--- src/rtl/rv32i_types.sv ---
// rtl/rv32i_types.sv - shared RV32I types, ID/EX register layout and immediate helpers
package rv32i_types;

    localparam int RV_XLEN = 32;

    typedef enum logic [6:0] {
        op_lui   = 7'b0110111,
        op_auipc = 7'b0010111,
        op_jal   = 7'b1101111,
        op_jalr  = 7'b1100111,
        op_br    = 7'b1100011,
        op_load  = 7'b0000011,
        op_store = 7'b0100011,
        op_imm   = 7'b0010011,
        op_reg   = 7'b0110011
    } opcode_t;

    typedef struct packed {
        opcode_t    opcode;
        logic [3:0] alu_op;
        logic       use_rs1;
        logic       use_rs2;
        logic       load_regfile;
        logic       dmem_read;
        logic       dmem_write;
        logic       jal;
        logic       jalr;
    } rv32i_control_word;

    typedef struct packed {
        logic [RV_XLEN-1:0] pc;
        rv32i_control_word  ctrl;
        logic [4:0]         rs1;
        logic [4:0]         rs2;
        logic [4:0]         rd;
        logic [RV_XLEN-1:0] rs1_data;
        logic [RV_XLEN-1:0] rs2_data;
        logic [RV_XLEN-1:0] imm;
    } id_ex_t;

    function automatic logic [31:0] imm_i(input logic [31:0] instr);
        return {{20{instr[31]}}, instr[31:20]};
    endfunction

    function automatic logic [31:0] imm_s(input logic [31:0] instr);
        return {{20{instr[31]}}, instr[31:25], instr[11:7]};
    endfunction

    function automatic logic [31:0] imm_b(input logic [31:0] instr);
        return {{19{instr[31]}}, instr[31], instr[7], instr[30:25], instr[11:8], 1'b0};
    endfunction

    function automatic logic [31:0] imm_u(input logic [31:0] instr);
        return {instr[31:12], 12'b0};
    endfunction

    function automatic logic [31:0] imm_j(input logic [31:0] instr);
        return {{11{instr[31]}}, instr[31], instr[19:12], instr[20], instr[30:21], 1'b0};
    endfunction

    // Format is chosen by the raw opcode bits; unknown opcodes yield zero.
    function automatic logic [31:0] decode_imm(input logic [31:0] instr);
        case (instr[6:0])
            op_imm, op_load, op_jalr: return imm_i(instr);
            op_store:                 return imm_s(instr);
            op_br:                    return imm_b(instr);
            op_lui, op_auipc:         return imm_u(instr);
            op_jal:                   return imm_j(instr);
            default:                  return 32'd0;
        endcase
    endfunction

endpackage

--- src/rtl/load_use_detect.sv ---
// rtl/load_use_detect.sv - combinational load-use hazard comparator
module load_use_detect
    import rv32i_types::*;
(
    input  logic              id_valid,
    input  logic [4:0]        id_rs1,
    input  logic [4:0]        id_rs2,
    input  rv32i_control_word id_ctrl,
    input  logic              ex_valid,
    input  rv32i_control_word ex_ctrl,
    input  logic [4:0]        ex_rd,
    output logic              hazard
);

    logic rs1_hit;
    logic rs2_hit;

    // A load in EX whose destination is read by the ID instruction cannot forward in time.
    always_comb begin
        rs1_hit = id_ctrl.use_rs1 && (id_rs1 == ex_rd);
        rs2_hit = id_ctrl.use_rs2 && (id_rs2 == ex_rd);
        hazard  = id_valid && ex_valid && (ex_ctrl.opcode == op_load) &&
                  (ex_rd != 5'd0) && (rs1_hit || rs2_hit);
    end

endmodule

--- src/rtl/id_ex_stage.sv ---
// rtl/id_ex_stage.sv - ID/EX pipeline register with load-use bubble insertion
module id_ex_stage
    import rv32i_types::*;
#(
    parameter int XLEN = RV_XLEN
) (
    input  logic              clk,
    input  logic              rst_n,
    input  logic              id_valid,
    input  logic [XLEN-1:0]   id_pc,
    input  logic [31:0]       id_instr,
    input  rv32i_control_word id_ctrl,
    input  logic [XLEN-1:0]   id_rs1_data,
    input  logic [XLEN-1:0]   id_rs2_data,
    input  logic              ex_stall,
    input  logic              flush,
    output logic              id_stall,
    output logic              ex_valid,
    output logic [XLEN-1:0]   ex_pc,
    output rv32i_control_word ex_ctrl,
    output logic [4:0]        ex_rs1,
    output logic [4:0]        ex_rs2,
    output logic [4:0]        ex_rd,
    output logic [XLEN-1:0]   ex_rs1_data,
    output logic [XLEN-1:0]   ex_rs2_data,
    output logic [XLEN-1:0]   ex_imm,
    output logic [31:0]       bubble_count
);

    id_ex_t      ex_q;
    id_ex_t      id_next;
    logic        ex_valid_q;
    logic [31:0] bubble_cnt_q;
    logic        hazard;

    // Assemble what ID would hand to EX this cycle.
    always_comb begin
        id_next          = '0;
        id_next.pc       = id_pc;
        id_next.ctrl     = id_ctrl;
        id_next.rs1      = id_instr[19:15];
        id_next.rs2      = id_instr[24:20];
        id_next.rd       = id_instr[11:7];
        id_next.rs1_data = id_rs1_data;
        id_next.rs2_data = id_rs2_data;
        id_next.imm      = decode_imm(id_instr);
    end

    load_use_detect u_load_use_detect (
        .id_valid (id_valid),
        .id_rs1   (id_instr[19:15]),
        .id_rs2   (id_instr[24:20]),
        .id_ctrl  (id_ctrl),
        .ex_valid (ex_valid_q),
        .ex_ctrl  (ex_q.ctrl),
        .ex_rd    (ex_q.rd),
        .hazard   (hazard)
    );

    // Flush overrides everything; a stalled EX freezes the register, so no bubble is counted then.
    always_ff @(posedge clk or negedge rst_n) begin
        if (!rst_n) begin
            ex_valid_q   <= 1'b0;
            ex_q         <= '0;
            bubble_cnt_q <= '0;
        end else if (flush) begin
            ex_valid_q <= 1'b0;
            ex_q.ctrl  <= '0;
            ex_q.rd    <= '0;
        end else if (ex_stall) begin
            ex_valid_q <= ex_valid_q;
        end else if (hazard) begin
            ex_valid_q   <= 1'b0;
            ex_q.ctrl    <= '0;
            ex_q.rd      <= '0;
            bubble_cnt_q <= bubble_cnt_q + 32'd1;
        end else if (id_valid) begin
            ex_valid_q <= 1'b1;
            ex_q       <= id_next;
        end else begin
            ex_valid_q <= 1'b0;
            ex_q.ctrl  <= '0;
            ex_q.rd    <= '0;
        end
    end

    // Reset gating keeps id_stall low while the core is held in reset.
    always_comb begin
        id_stall = rst_n && !flush && (ex_stall || hazard);
    end

    assign ex_valid     = ex_valid_q;
    assign ex_pc        = ex_q.pc;
    assign ex_ctrl      = ex_q.ctrl;
    assign ex_rs1       = ex_q.rs1;
    assign ex_rs2       = ex_q.rs2;
    assign ex_rd        = ex_q.rd;
    assign ex_rs1_data  = ex_q.rs1_data;
    assign ex_rs2_data  = ex_q.rs2_data;
    assign ex_imm       = ex_q.imm;
    assign bubble_count = bubble_cnt_q;

endmodule
--- config.mk ---
export PLATFORM = sky130hd
export DESIGN_NAME = id_ex_stage
export DESIGN_NICKNAME = d
export VERILOG_FILES = /design/src/rtl/rv32i_types.sv /design/src/rtl/load_use_detect.sv /design/src/rtl/id_ex_stage.sv
export SDC_FILE = /design/constraint.sdc
export NUM_CORES = 1
export LEC_CHECK = 0
export ABC_AREA = 1
export BUFFER_PORTS_ARGS = -buffer_cell sky130_fd_sc_hd__buf_2
export CAP_MARGIN = 0
export CORE_ASPECT_RATIO = 0.9
export CORE_MARGIN = 8
export CORE_UTILIZATION = 45
export CTS_BUF_LIST = sky130_fd_sc_hd__clkbuf_8
export CTS_CLUSTER_SIZE = 28
export DETAILED_ROUTE_END_ITERATION = 16
export GPL_TIMING_DRIVEN = 0
export PLACE_DENSITY = 0.81
export SYNTH_ARGS = -nofsm -noshare
export SYNTH_HDL_FRONTEND = slang
export SYNTH_SLANG_ARGS = --single-unit
--- constraint.sdc ---
create_clock -name clk -period 4.2 [get_ports clk]
set_input_delay 0.84 -clock clk [delete_from_list [all_inputs] [get_ports clk]]
set_output_delay 0.84 -clock clk [all_outputs]
set_load 0.05 [all_outputs]
; ---- Word-level counts from Yosys, hierarchy flattened
; Cells that the tools add are included.
[totals]
ff_bits = 194
latchBits = 0
ram_bits = 0
romBits = 0
wordCells = 66
n_memories = 0
[op_classes]
add_sub_neg = 1
mul = 0
n_div = 0
order_cmp = 0
n_eq_ne = 12
shifts = 0
mux = 16
bitwise = 3
reduce_logical = 16
[op_table]
columns = operator, n
row1 = 96-bit 2-to-1 mux, 2
row2 = 32-bit case mux with 5 select lines, 1
row3 = 129-bit 2-to-1 mux, 1
row4 = 18-bit 2-to-1 mux, 3
row5 = "32-bit by 1-bit adder with 32-bit output, second input constant", 1
row6 = "7-bit == test, second input constant", 3
row7 = 10-bit 2-to-1 mux, 2
row8 = 5-bit 2-to-1 mux, 3
row9 = "7-bit by 2-bit == test with 1-bit output, second input constant", 2
row10 = "7-bit by 5-bit == test with 1-bit output, second input constant", 2
row11 = "7-bit by 6-bit == test with 1-bit output, second input constant", 2
row12 = 5-bit == test, 2
row13 = 1-bit logical AND, 8
row14 = 5-bit nonzero test, 1
row15 = 1-bit 2-to-1 mux, 4
row16 = 4-bit AND reduction, 1
row17 = 1-bit inverter, 3
row18 = 3-bit AND reduction, 1
row19 = 3-bit OR reduction, 1
row20 = 1-bit logical OR, 2
row21 = "2-bit by 1-bit != test with 1-bit output, second input constant", 1
row22 = 2-bit OR reduction, 1
row23 = 1-bit zero test, 1

; ---- Depth between registers and ports, before layout
[logic_depth]
word_depth = 7
ltp_mapped = 12
ltp_nobuf = 10

; ---- Cells and area by module
; A second synthesis with hierarchy kept.
[hier_totals]
hier_cells = 1070
hier_area_um2 = 8609.5
[modules_own_cells]
columns = module, instances, cells_each, area_per_inst_um2, seq_area_each_um2
row1 = id_ex_stage, 1, 1011, 8369.3, 4854.7
row2 = load_use_detect, 1, 59, 240.2, 0.0

; ---- Least setup slack after synthesis
; OpenSTA, ideal clock, no wires.
[synth_timing]
kind = input to output
startpoint = input id_instr[22]
endpoint = output id_stall
t_arrival_ns = 2.199
required_time_ns = 3.360
slack_ns = 1.161
stages = 8
n_path_buf = 0
cell_sequence = inv_1 > nand2_1 > nand2_1 > nor2_1 > nand3_1 > a21oi_1 > nor2_1 > nor2_1
[synth_via]
elab_chain_len = 6
[synth_rtl]
columns = item, line
row1 = start: declaration, id_ex_stage.sv:11  ; input logic [31:0] id_instr,
row2 = 5-bit == test, load_use_detect.sv:21  ; rs2_hit = id_ctrl.use_rs2 && (id_rs2 == ex_rd);
row3 = 1-bit logical AND, load_use_detect.sv:21
row4 = 1-bit logical OR, load_use_detect.sv:23  ; (ex_rd != 5'd0) && (rs1_hit || rs2_hit);
row5 = 1-bit logical AND, load_use_detect.sv:23
row6 = 1-bit logical OR, id_ex_stage.sv:89  ; id_stall = rst_n && !flush && (ex_stall || hazard);
row7 = 1-bit logical AND, id_ex_stage.sv:89
row8 = end: declaration, id_ex_stage.sv:17  ; output logic id_stall,
; No other way between the ends.

; ---- Worst setup path after layout
[layout_timing]
startpoint = input id_instr[21]
endpoint = output id_stall
; Same word-level chain as after synthesis.

==> summary.txt <==
Outcome
  – Status: finished clean

Synthesis
  – Yosys reg bits: roughly 190
  – Avg Cell Area, Syn: approximately 7.6 um2
  – Mapped Cells: 1221
  – Synth top cells by count: 534 x nand2_1, 213 x nand3_1, 194 x dfrtp_1, 80 x nor2_1, 60 x inv_1
  – Synthesized cell area: 9260 um2
  – Post-synth EDFFs: 0
  – Synth warn: 0
  – Count leader, synth: nand2_1
  – Yosys cell types: 22
  – Syn Nets: roughly 1400
  – Area leader, netlist: dfrtp_1
  – Share of Yosys cell area claimed by the top area cell type: a little over half
  – Ys async rst share: 100%
  – Main synth FF type: dfrtp_1
  – Synth top area cells: dfrtp_1 52%, nand2_1 22%, nand3_1 12%
  – Register area share after synthesis: approximately 52%

Timing
  – Crit share post-route: about four fifths
  – Final Hold Viols: 0
  – Measured slew at the worst slew-check pin: between 0.6 and 0.7 ns
  – Max frequency: approximately 300 MHz
  – Setup TNS: 0 ns
  – Hold slack: 0.332 ns
  – Final slew viol count: 0
  – Final critical-path required period: ~3.3 ns
  – Max-slew headroom: a little over half
  – Setup violators final: 0
  – Fin Clk Skew: about 0.018 ns
  – RSZ-0062 raised after global routing: false

Cells and area
  – Final nets: between 1500 and 2000
  – Fraction of layout cells with a size suffix above 1: about a quarter
  – Post-route insts no fill: between 1500 and 2000
  – Syn-to-layout area delta: 27.1%

Global route
  – Gr usage total: 24.8%
  – First-pass GRT wire length: a little over 50 mm
  – Global route overflow: 0
  – Initial antenna violation count: 7
  – Largest net degree at the start of global routing: between 100 and 150
  – Vias in the first global route: 9373

Pwr
  – Peak supply drop: ~0.2 mV
  – Static leakage: just under 7 nW
  – Power Density: approximately 400 nW/um2

Routing
  – Starting DRT DRC Count: 810
  – DRC Markers: 0
  – Via density: approximately 5
  – TritonRoute pass-1 iters: 6
  – Wire per inst: roughly 17 um
  – DR vias: about 9500
  – Final ANT Viol Nets: 0
  – Routed wire length: approximately 32 mm

Hold path
  – HP Class: primary input to async pin

Setup path
  – Reg2reg end: ex_rs1_data[22]
  – CP Max Fanout: 7
  – R2R Setup Slk: approximately 2.1 ns
  – Critical Path End Type: output pin
  – Worst Path Required: approximately 3.4 ns
  – Startpoint Class: primary input
  – Crit Path Class: primary input to output pin
  – FF-to-FF Start: ex_rd[4]
  – Crit path DAT: approximately 2.5 ns
  – Worst Reg2Reg Path Length in Cells: 11

Clock network
  – CTS clk-pin slew, worst paths: around 0.11 ns
  – Post-CTS resize count: 0
  – Clk_lat worst skew: 0.48 ns
  – Htree depth: 4
  – Worst-case clock buffer depth: 2
  – Clk sinks: approximately 190
  – Hold buffer count at cts: 0
  – CTS Root Buffer Type: clkbuf_8
  – TritonCTS clock tree: built
  – Post CTS Setup Buffer Count: 0
  – CTS buffer count: 17

Floorplanning
  – I/O pins: approximately 350
  – Die footprint: 25400 um2
  – Die X: about 170 um
  – Row Count: 49
  – Initial core utilization: 46.1%
  – Core area: ~20000 um2
  – Die Y: 152 um

Placed design
  – Detail Placement HPWL: 25.0 mm
  – IO Port Bufs: between 300 and 400
  – Gpl congestion: 0.916
  – Placed Cells: between 1500 and 2000

Run
  – Maxcap violations: 0
-- logic make-up after synthesis --
family                     synth area share [%]
xor gates and xnor gates                   1.32
buffers and inverters                      5.94
and+or+nand+nor                            38.4
adders and majority gates                 0.135
DFF                                        52.4
AOI/OAI and AO/OA                          1.84
-- where the power goes --
| group | switching [mW] | internal (mW) |
|---|---|---|
| combinational | 1.00 | 0.276 |
| sequential | 0.0951 | 2.05 |
| clock | 0.768 | 0.470 |
-- final cells by class --
cell class / instances / area (um2)
clock buffer: 18 / 248
buffer: 64 / 318
timing repair buffer: 346 / 1760
fill: 1850 / 8340
sequential: 194 / 4850
multi-input combinational: 901 / 3860
tap: 255 / 319
inverter: 62 / 233
clock inverter: 14 / 160
antenna: 7 / 17.5
-- sequential cells by signal (all words and copies together) (netlist names) --
register,count
bubble_count,32
ex_imm,32
ex_pc,32
ex_rs1_data,32
ex_rs2_data,32
ex_ctrl,18
ex_rd,5
ex_rs1,5
ex_rs2,5
ex_valid,1
-- worst max-delay path by stage --
| stage | from | to | slack (ns) | depth (start not counted) |
|---|---|---|---|---|
| floorplan | id_instr[22] | id_stall | 1.16 | 8 |
| global placement | rst_n | id_stall | -1.41 | 4 |
| detailed placement | id_instr[21] | id_stall | 0.89 | 10 |
| CTS | ex_ctrl[15] | id_stall | 0.86 | 6 |
| global route | ex_ctrl[15] | id_stall | 0.66 | 6 |
| finish | id_instr[21] | id_stall | 0.90 | 10 |
-- layer usage --
layer  vias up  global-route usage (%)  routed length, um
li1       4597                       -                  -
met1      4421                    30.3              13100
met2       430                    40.9              15000
met3        62                    6.94               2630
met4         2                    10.2               1130
met5         -                       0                  8
-- worst max-delay path: stages --
cell	delay, ns
buf_2	0.15
inv_1	0.08
nand2_1	0.06
nand2_1	0.05
nor2_1	0.12
nand3_1	0.13
a21oi_1	0.53
nor2_1	0.09
nor2_1	0.13
buf_2	0.28
-- through the flow --
| stage | cell area, um2 | util [%] | setup slack, ns | power [mW] |
|---|---|---|---|---|
| floorplan | 9260 | - | 1.16 | 3.04 |
| global placement | 11300 | 56.2 | -1.41 | 3.43 |
| detailed placement | 11300 | 56.4 | 0.892 | 3.47 |
| CTS | 11800 | 58.5 | 0.858 | 4.69 |
| global route | 11800 | 58.5 | 0.659 | 4.86 |
| finish | 11800 | 58.5 | 0.898 | 4.66 |
-- cells in the final DEF, fill, tap and decap left out, types with 7 or more instances in the layout --
cell type | netlist | layout
buf_1 | 11 | 11
nand2_1 | 534 | 534
clkbuf_1 | 21 | 21
dfrtp_1 | 194 | 194
buf_2 | 17 | 361
xor2_1 | 8 | 8
nand3_1 | 213 | 213
clkbuf_8 | 0 | 18
o21ai_0 | 33 | 33
nor2_1 | 80 | 80
diode_2 | 0 | 7
buf_4 | 15 | 15
inv_1 | 60 | 60
nand3b_1 | 15 | 15
Note: power is estimated with default switching activity, not from simulation.
